### config.mk
export PLATFORM = sky130hd
export DESIGN_NAME = cam_cfg_sequencer
export DESIGN_NICKNAME = d
export VERILOG_FILES = /design/src/rtl/cam_cfg_pkg.sv /design/src/rtl/cam_cfg_rom.sv /design/src/rtl/cam_cfg_sequencer.sv
export SDC_FILE = /design/constraint.sdc
export NUM_CORES = 1
export LEC_CHECK = 0
export ABC_AREA = 1
export CAP_MARGIN = 20
export CORE_MARGIN = 1.5
export CORE_UTILIZATION = 33
export CTS_BUF_LIST = sky130_fd_sc_hd__clkbuf_4
export DETAILED_ROUTE_END_ITERATION = 10
export GPL_ROUTABILITY_DRIVEN = 0
export SLEW_MARGIN = 20
export SYNTH_ARGS = -nofsm -noshare
export SYNTH_HDL_FRONTEND = slang
export SYNTH_SLANG_ARGS = --single-unit
export TNS_END_PERCENT = 100
### constraint.sdc
create_clock -name ILA_clk -period 1.6 [get_ports ILA_clk]
set_clock_uncertainty 0.15 [all_clocks]
set_input_delay 0.32 -clock ILA_clk [delete_from_list [all_inputs] [get_ports ILA_clk]]
set_output_delay 0.32 -clock ILA_clk [all_outputs]
set_load 0.005 [all_outputs]
### src/rtl/cam_cfg_pkg.sv
// Shared types and constants for the camera configuration sequencer.
package cam_cfg_pkg;

  localparam int unsigned ENTRY_W  = 24;
  localparam logic [15:0] ADDR_END = 16'hFFFF;
  localparam logic [15:0] ADDR_DLY = 16'hFFFE;

  typedef enum logic [2:0] {
    ST_IDLE,
    ST_PWR_WAIT,
    ST_FETCH,
    ST_ISSUE,
    ST_WAIT_RSP,
    ST_DELAY,
    ST_FINISH,
    ST_FAIL
  } cam_state_e;

  typedef struct packed {
    logic [15:0] addr;
    logic [7:0]  data;
  } cam_entry_t;

endpackage

### src/rtl/cam_cfg_rom.sv
// Synchronous configuration table, one-cycle read latency.
// Contents come from a packed init vector, entry 0 in the least significant bits.
module cam_cfg_rom
  import cam_cfg_pkg::*;
#(
  parameter int unsigned                       TBL_DEPTH = 64,
  parameter logic [ENTRY_W*TBL_DEPTH-1:0]      ROM_INIT  = '1
) (
  input  logic                         ILA_clk,
  input  logic                         rstn,
  input  logic [$clog2(TBL_DEPTH)-1:0] i_addr,
  output cam_entry_t                   o_q
);

  cam_entry_t w_tbl [TBL_DEPTH];
  cam_entry_t r_q;

  for (genvar g = 0; g < TBL_DEPTH; g++) begin : g_tbl
    assign w_tbl[g] = ROM_INIT[g*ENTRY_W +: ENTRY_W];
  end

  always_ff @(posedge ILA_clk or negedge rstn) begin
    if (!rstn) r_q <= '0;
    else       r_q <= w_tbl[i_addr];
  end

  assign o_q = r_q;

endmodule

### src/rtl/cam_cfg_sequencer.sv
// Camera power-up and SCCB register-table sequencer with per-entry retry
// and table-driven delays.
module cam_cfg_sequencer
  import cam_cfg_pkg::*;
#(
  parameter logic [31:0]                  PWR_DLY_CYC  = 32'd5_000_000,
  parameter logic [31:0]                  DLY_UNIT_CYC = 32'd50_000,
  parameter int unsigned                  TBL_DEPTH    = 64,
  parameter int unsigned                  RETRY_MAX    = 3,
  parameter logic [ENTRY_W*TBL_DEPTH-1:0] ROM_INIT     = '1
) (
  input  logic                         ILA_clk,
  input  logic                         rstn,
  input  logic                         start,
  output logic                         cam_en,
  output logic                         sccb_req,
  output logic [15:0]                  sccb_addr,
  output logic [7:0]                   sccb_data,
  input  logic                         sccb_ack,
  input  logic                         sccb_nack,
  output logic                         busy,
  output logic                         done,
  output logic                         error,
  output logic [$clog2(TBL_DEPTH)-1:0] err_idx
);

  localparam int unsigned IDX_W = $clog2(TBL_DEPTH);
  localparam int unsigned RTY_W = (RETRY_MAX < 1) ? 1 : $clog2(RETRY_MAX + 1);

  cam_state_e       r_state;
  logic [31:0]      r_cnt;
  logic [IDX_W-1:0] r_idx;
  logic [RTY_W-1:0] r_rty;
  logic             r_rom_vld;
  logic             r_cam_en;
  logic             r_req;
  logic [15:0]      r_addr;
  logic [7:0]       r_data;
  logic             r_busy;
  logic             r_done;
  logic             r_error;
  logic [IDX_W-1:0] r_err_idx;
  cam_entry_t       w_ent;
  logic             w_last;

  cam_cfg_rom #(
    .TBL_DEPTH (TBL_DEPTH),
    .ROM_INIT  (ROM_INIT)
  ) u_rom (
    .ILA_clk (ILA_clk),
    .rstn    (rstn),
    .i_addr  (r_idx),
    .o_q     (w_ent)
  );

  // Running past the last slot ends the sequence like an end marker.
  assign w_last = (r_idx == IDX_W'(TBL_DEPTH - 1));

  always_ff @(posedge ILA_clk or negedge rstn) begin
    if (!rstn) begin
      r_state   <= ST_IDLE;
      r_cnt     <= '0;
      r_idx     <= '0;
      r_rty     <= '0;
      r_rom_vld <= 1'b0;
      r_cam_en  <= 1'b0;
      r_req     <= 1'b0;
      r_addr    <= '0;
      r_data    <= '0;
      r_busy    <= 1'b0;
      r_done    <= 1'b0;
      r_error   <= 1'b0;
      r_err_idx <= '0;
    end else begin
      unique case (r_state)
        ST_IDLE: begin
          if (start) begin
            r_done   <= 1'b0;
            r_error  <= 1'b0;
            r_busy   <= 1'b1;
            r_cam_en <= 1'b1;
            r_cnt    <= PWR_DLY_CYC;
            r_state  <= ST_PWR_WAIT;
          end
        end
        ST_PWR_WAIT: begin
          if (r_cnt <= 32'd1) begin
            r_cnt     <= '0;
            r_idx     <= '0;
            r_rty     <= '0;
            r_rom_vld <= 1'b0;
            r_state   <= ST_FETCH;
          end else begin
            r_cnt <= r_cnt - 32'd1;
          end
        end
        // First cycle waits for the ROM, second cycle decodes the entry.
        ST_FETCH: begin
          if (!r_rom_vld) begin
            r_rom_vld <= 1'b1;
          end else begin
            r_rom_vld <= 1'b0;
            if (w_ent.addr == ADDR_END) begin
              r_state <= ST_FINISH;
            end else if (w_ent.addr == ADDR_DLY) begin
              r_cnt   <= 32'(w_ent.data) * DLY_UNIT_CYC;
              r_state <= ST_DELAY;
            end else begin
              r_state <= ST_ISSUE;
            end
          end
        end
        ST_ISSUE: begin
          r_req   <= 1'b1;
          r_addr  <= w_ent.addr;
          r_data  <= w_ent.data;
          r_state <= ST_WAIT_RSP;
        end
        // nack wins over a coincident ack.
        ST_WAIT_RSP: begin
          if (sccb_nack) begin
            r_req <= 1'b0;
            if (32'(r_rty) < RETRY_MAX) begin
              r_rty   <= r_rty + RTY_W'(1);
              r_state <= ST_ISSUE;
            end else begin
              r_err_idx <= r_idx;
              r_state   <= ST_FAIL;
            end
          end else if (sccb_ack) begin
            r_req <= 1'b0;
            r_rty <= '0;
            if (w_last) begin
              r_state <= ST_FINISH;
            end else begin
              r_idx   <= r_idx + IDX_W'(1);
              r_state <= ST_FETCH;
            end
          end
        end
        ST_DELAY: begin
          if (r_cnt <= 32'd1) begin
            r_cnt <= '0;
            if (w_last) begin
              r_state <= ST_FINISH;
            end else begin
              r_idx   <= r_idx + IDX_W'(1);
              r_state <= ST_FETCH;
            end
          end else begin
            r_cnt <= r_cnt - 32'd1;
          end
        end
        ST_FINISH: begin
          r_done  <= 1'b1;
          r_busy  <= 1'b0;
          r_state <= ST_IDLE;
        end
        ST_FAIL: begin
          r_error  <= 1'b1;
          r_busy   <= 1'b0;
          r_cam_en <= 1'b0;
          r_state  <= ST_IDLE;
        end
        default: r_state <= ST_IDLE;
      endcase
    end
  end

  assign cam_en    = r_cam_en;
  assign sccb_req  = r_req;
  assign sccb_addr = r_addr;
  assign sccb_data = r_data;
  assign busy      = r_busy;
  assign done      = r_done;
  assign error     = r_error;
  assign err_idx   = r_err_idx;

endmodule

=== Word-level counts from Yosys, hierarchy flattened ===
Memory sizes are Yosys's and may differ from the RTL's. A register that Yosys moved wholly into a read port is not among the register bits.
Index checks and enable logic that the tools add are counted.

* Register bits after elaboration: 79
* Bits in latches: 0
* Memory bits (writable): 0
* Memory bits (read-only): 1536
* Input port bits: 5
* Output and inout port bits: 35
* Memories: 1

{| class="wikitable"
|+ Memories
! memory !! depth !! bits a word !! read ports !! clocked after Yosys merged registers in !! write ports !! RTL line !! source
|-
| (no name shown) || 64 || 24 || 1 || 1 || 0 || cam_cfg_rom.sv:24 || <nowiki>else r_q <= w_tbl[i_addr];</nowiki>
|}

* $add $sub $neg: 3
* $mul: 1
* Divide/modulo/power cells: 0
* $lt $le $gt $ge: 2
* Equality and inequality tests: 20
* Shifts and indexed selects: 0
* Muxes and demuxes: 40
* Bitwise operators: 2
* Reductions and logical operators: 22

{| class="wikitable"
|+ Operators with widths
! cell !! count
|-
| 32-bit two-way mux || 5
|-
| 32-bit case mux with 3 select lines || 1
|-
| 16-bit equality test (second input constant) || 2
|-
| 32-bit by 1-bit <= comparator with 1-bit output (second input constant) || 1
|-
| 32-bit by 1-bit subtractor with 32-bit output (second input constant) || 1
|-
| 3-bit two-way mux || 10
|-
| 6-bit two-way mux || 5
|-
| 3-bit case mux with 7 select lines || 1
|-
| 8-bit by 12-bit multiplier with 20-bit output (second input constant) || 1
|-
| 6-bit case mux with 3 select lines || 1
|-
| 2-bit inequality test (second input constant) || 8
|-
| 5-bit AND reduction || 3
|-
| 3-bit equality test (second input constant) || 4
|-
| 1-bit case mux with 2 select lines || 6
|-
| 2-bit nonzero test || 6
|-
| 2-bit AND reduction || 5
|-
| 2-bit two-way mux || 4
|-
| 6-bit NOT with 7-bit output || 1
|-
| 6-bit by 1-bit adder with 6-bit output (second input constant) || 1
|-
| 3-bit by 2-bit equality test with 1-bit output (second input constant) || 2
|-
| 6-bit equality test (second input constant) || 1
|-
| 1-bit two-way mux || 6
|-
| 3-bit inequality test (second input constant) || 2
|-
| 3-bit nonzero test || 2
|-
| 10 further kinds || 11
|}

=== Longest topological paths before layout ===
* Word-level depth: 5
* Mapped depth: 12

=== Modules after synthesis ===
A second synthesis with hierarchy kept.

* Cell total of the unflattened synthesis: 863
* Area, all modules: 6391.1 um^2

{| class="wikitable"
|+ By module, submodules not included
! module !! times used !! cells each !! area an instance (um^2) !! seq. area each (um^2)
|-
| cam_cfg_sequencer || 1 || 838 || 6189.7 || 1976.9
|-
| cam_cfg_rom || 1 || 25 || 201.4 || 25.0
|}

=== Worst setup path before layout ===
No wires, ideal clock.

* Path kind: register -> register
* Start: reg r_cnt[0]
* End: reg r_idx[2]
* Setup time: 0.117 ns
* Arrival time: 1.415 ns
* Required time: 1.333 ns
* Setup slack: -0.082 ns
* Cell stages (with the launch flop): 11
* Path through: dfrtp_1 -> inv_1 -> ha_1 -> o21ai_1 -> nor2_2 -> nand4_4 -> nand2_4 -> nand2_2 -> buf_6 -> nand2_2 -> o21ai_2

* Word-level cells in the longest chain between the ends: 3
* Elaborated cells on any way between the ends: 4

{| class="wikitable"
|+ Ends and longest elaborated chain
! what !! RTL line !! source
|-
| start: declaration || cam_cfg_sequencer.sv:31 || <nowiki>logic [31:0] r_cnt;</nowiki>
|-
| start signal: assignment || cam_cfg_sequencer.sv:94 || <nowiki>r_cnt <= r_cnt - 32'd1;</nowiki>
|-
| start signal: assignment || cam_cfg_sequencer.sv:106 || <nowiki>r_cnt <= 32'(w_ent.data) * DLY_UNIT_CYC;</nowiki>
|-
| start signal: assignment || cam_cfg_sequencer.sv:151 || <nowiki>r_cnt <= r_cnt - 32'd1;</nowiki>
|-
| 32-bit by 1-bit <= comparator with 1-bit output (*) || cam_cfg_sequencer.sv:87, cam_cfg_sequencer.sv:142 ||
|-
| 2-bit inequality test (no line) || - ||
|-
| 5-bit AND reduction (no line) (*) || - ||
|-
| end signal: assignment || cam_cfg_sequencer.sv:136 || <nowiki>r_idx <= r_idx + IDX_W'(1);</nowiki>
|-
| end signal: assignment || cam_cfg_sequencer.sv:147 || <nowiki>r_idx <= r_idx + IDX_W'(1);</nowiki>
|-
| end: declaration || cam_cfg_sequencer.sv:32 || <nowiki>logic [IDX_W-1:0] r_idx;</nowiki>
|}

Mark *: on every way between the ends. The rest lies on a longest branch, timed or not.
A chain may end at the register's enable or synchronous reset.

=== Worst setup path in the final report ===
* Start: reg r_cnt[15]
* End: reg r_state[0]

* Word-level cells in the longest chain between the ends: 3
* Elaborated cells on any way between the ends: 4

{| class="wikitable"
|+ Ends and longest elaborated chain
! what !! RTL line !! source
|-
| 32-bit by 1-bit <= comparator with 1-bit output (*) || cam_cfg_sequencer.sv:87, cam_cfg_sequencer.sv:142 ||
|-
| 2-bit inequality test (no line) || - ||
|-
| 5-bit AND reduction (no line) (*) || - ||
|-
| end signal: assignment || cam_cfg_sequencer.sv:92 || <nowiki>r_state <= ST_FETCH;</nowiki>
|-
| end signal: assignment || cam_cfg_sequencer.sv:145 || <nowiki>r_state <= ST_FINISH;</nowiki>
|-
| end signal: assignment || cam_cfg_sequencer.sv:148 || <nowiki>r_state <= ST_FETCH;</nowiki>
|-
| end: declaration || cam_cfg_sequencer.sv:30 || <nowiki>cam_state_e r_state;</nowiki>
|}

Marked as above.

==> results_dict.tcl <==
set metrics [dict create \
    synth_cell_types 35 \
    pwr-share-comb 0.613 \
    tritoncts "yes" \
    grt_pass1_wl_um 16100 \
    max_cap_viol_count 0 \
    final.min_clock_period_ps 1770 \
    timing.rr.start "r_cnt[15]$_DFFE_PN0P_" \
    critical_path_class "reg2reg" \
    clockBufferDepth 2 \
    cts_sinks 57 \
    finalInstanceArea_um2 5610 \
    outcome "finished with violations" \
    leakagePower_nw 2.78 \
    drt_first_pass_iters 4 \
    yosys_warnings 0 \
    yosysSeqAreaShare 0.393 \
    power.total_mw 7.52 \
    place_area_um2 4760 \
    cp_max_fo 6 \
    clkTransAtPathRegs_ps 110 \
    finalNonFillerCells 791 \
    track_usage 0.179 \
    first_global_vias 3437 \
    syn_nets 508 \
    setup_viol 61 \
    slew_violations 0 \
    antenna_cells 0 \
    core_area_um2 10800 \
    fp-row-count 38 \
    clockPowerShare 0.136 \
    layout.nets 657 \
    power.internal_mw 4.47 \
    layout-drive-gt1-share 0.436 \
    cts_buffers 9 \
    fin_crit_sh 1.10 \
    syn_area_per_cell_um2 7.28 \
    drc 0 \
    r2r-end "r_state[0]$_DFFE_PN0P_" \
    start_util 0.336 \
    fin_util 0.520 \
    peakVddDrop_v 0.000829 \
    finalWorstSetupSlack_ps -165 \
    die_h_um 108 \
    place_ws_ps -472 \
    syn_inst 499 \
    crit_end "r_state[0]$_DFFE_PN0P_" \
    grt_setup_unrepaired "true" \
    post_drt_via_cell_ratio 4.54 \
    r2r_setup_slack_ps -170 \
    dp_cells 747 \
    switching_share 0.406 \
    hold_class "in2async" \
    rr_worst_depth 7 \
    worst_setup_path_end_kind "register" \
    wirelength_um 10100 \
    grt_max_degree 58 \
    power.switching_mw 3.05 \
    htree_levels 3 \
    report.final.hold_viol_count 0 \
    dr.first_iter.drc_count 179 \
    io_buffer_count 39 \
    crit_arrival_ps 1920 \
    vias 3589 \
    ios 40 \
    antenna_found_initial 0 \
    wl_per_cell_um 12.8 \
    fmax_mhz 567 \
    crit_required_ps 1760 \
    violations "negative setup slack" \
    startpoint "r_cnt[15]$_DFFE_PN0P_" \
    ys_ff_latch 57 \
    hpwlAfterDp_um 6960 \
    cp-start-kind "register" \
    die-area_um2 11600 \
    die-width_um 108 \
    hold_ws_ps 275 \
    antenna_left 0 \
    clock_latency_ps 420 \
    areaGrowthSynthToFinish_pct 54.5 \
    grt_overflow 0 \
    powerDensity_nw_per_um2 1340 \
    syn_area_um2 3630 \
    seqPwrFrac 0.251 \
    tns_ps -6240 \
    root_buffer "clkbuf_4" \
]
how the worst min path moves through the flow:
stage	to	slack, ps	cells past startpoint
floorplan	busy$_DFFE_PN0P_	-130	0
global placement	r_cnt[24]$_DFFE_PN0P_	200	2
detailed placement	r_cnt[24]$_DFFE_PN0P_	200	2
CTS	r_cnt[22]$_DFFE_PN0P_	280	3
global route	r_cnt[13]$_DFFE_PN0P_	290	3
finish	r_cnt[20]$_DFFE_PN0P_	270	3
synth_stat cells:
cell	n	area, µm²
inv_1	47	176
nor3_1	2	10.0
nand4_1	8	50.1
a32o_1	1	10.0
a21oi_2	1	8.76
inv_4	1	6.26
a31oi_1	1	6.26
xnor2_1	5	43.8
o211ai_1	2	15.0
nand2_4	4	45.0
dfrtp_1	57	1430
buf_4	24	180
o21ai_2	5	43.8
o21ai_1	3	15.0
nor2_4	6	67.6
nand3_1	25	125
conb_1	1	3.75
inv_2	4	15.0
ha_1	4	50.1
nor2_2	8	50.1
or2_2	1	6.26
o21ai_0	20	100
o21bai_1	1	7.51
buf_2	5	25.0
buf_6	1	11.3
nand2_1	137	514
a21oi_1	5	25.0
nor2_1	87	327
nand4_4	1	21.3
nor3b_1	1	7.51
nand2_2	12	75.1
xor2_1	14	123
o22ai_1	3	18.8
clkbuf_8	1	13.8
o21a_1	1	7.51
critical path: stages, from the launching register on:
cell,delay (ps)
dfrtp_1,440
nor2_2,170
nand2_2,140
nor2_4,150
nand4_4,140
nand2_8,140
inv_1,130
o21a_1,200
per-layer routing:
| layer | track usage | up-vias | share of wire |
|---|---|---|---|
| met5 | 0 | - | 0 |
| met4 | 0.0705 | 0 | 0.016 |
| met3 | 0.0321 | 13 | 0.030 |
| met2 | 0.297 | 63 | 0.51 |
| met1 | 0.232 | 1678 | 0.44 |
| li1 | - | 1835 | - |
power by group through the flow:
stage / registers, mW / logic (mW) / clock network, mW
final: 1.89 / 4.61 / 1.02
after global routing: 1.92 / 4.99 / 1.12
after CTS: 1.86 / 4.02 / 1.05
after detailed placement: 1.89 / 3.46 / 0
after global placement: 1.89 / 3.38 / 0
after floorplan: 1.92 / 1.94 / 0
flip-flops by register name, summed over array words and instances, names as in the netlist:
register   count
r_cnt         32
err_idx        6
r_idx          6
r_state        3
r_rty          2
busy           1
cam_en         1
done           1
error          1
r_rom_vld      1
sccb_addr      1
sccb_req       1
u_rom.o_q      1
placed cells by master (no fill, tap or decap), types with 14 or more instances in the layout:
master / count
nor2_2: 27
nand2_4: 14
nand2_1: 116
nor2_1: 53
nand2_2: 21
o21ai_0: 17
inv_1: 42
dfrtp_1: 54
buf_6: 40
xor2_1: 14
nor2_4: 21
nand3_1: 19
buf_4: 105
cell families after synthesis:
kind of cell / Yosys count / synth area share
flops: 57 / 0.393
xor+xnor: 19 / 0.0458
fa+ha+maj: 4 / 0.0138
buf+inv: 83 / 0.118
compound gates: 43 / 0.0710
simple gates: 292 / 0.358
other cells: 1 / 0.00103
timing repair:
item                       CTS  global route
hold buffers                 1             0
setup buffers               17            12
resized for setup          200            60
setup endpoints to repair   79            77
pin swaps                   35            25
gates cloned                 2             2
hold endpoints to repair    57             0
area by class of cell:
class                   count  area, µm²
flip-flops and latches     57       1430
repair inverters            1       7.51
clock inverters             4       46.3
repair buffers            167       1500
multi-input cells         360       2170
clock buffers              10       75.1
fillers                   968       5180
inverters                  52        203
well taps                 140        175
Note: power is estimated with default switching activity, not from simulation.
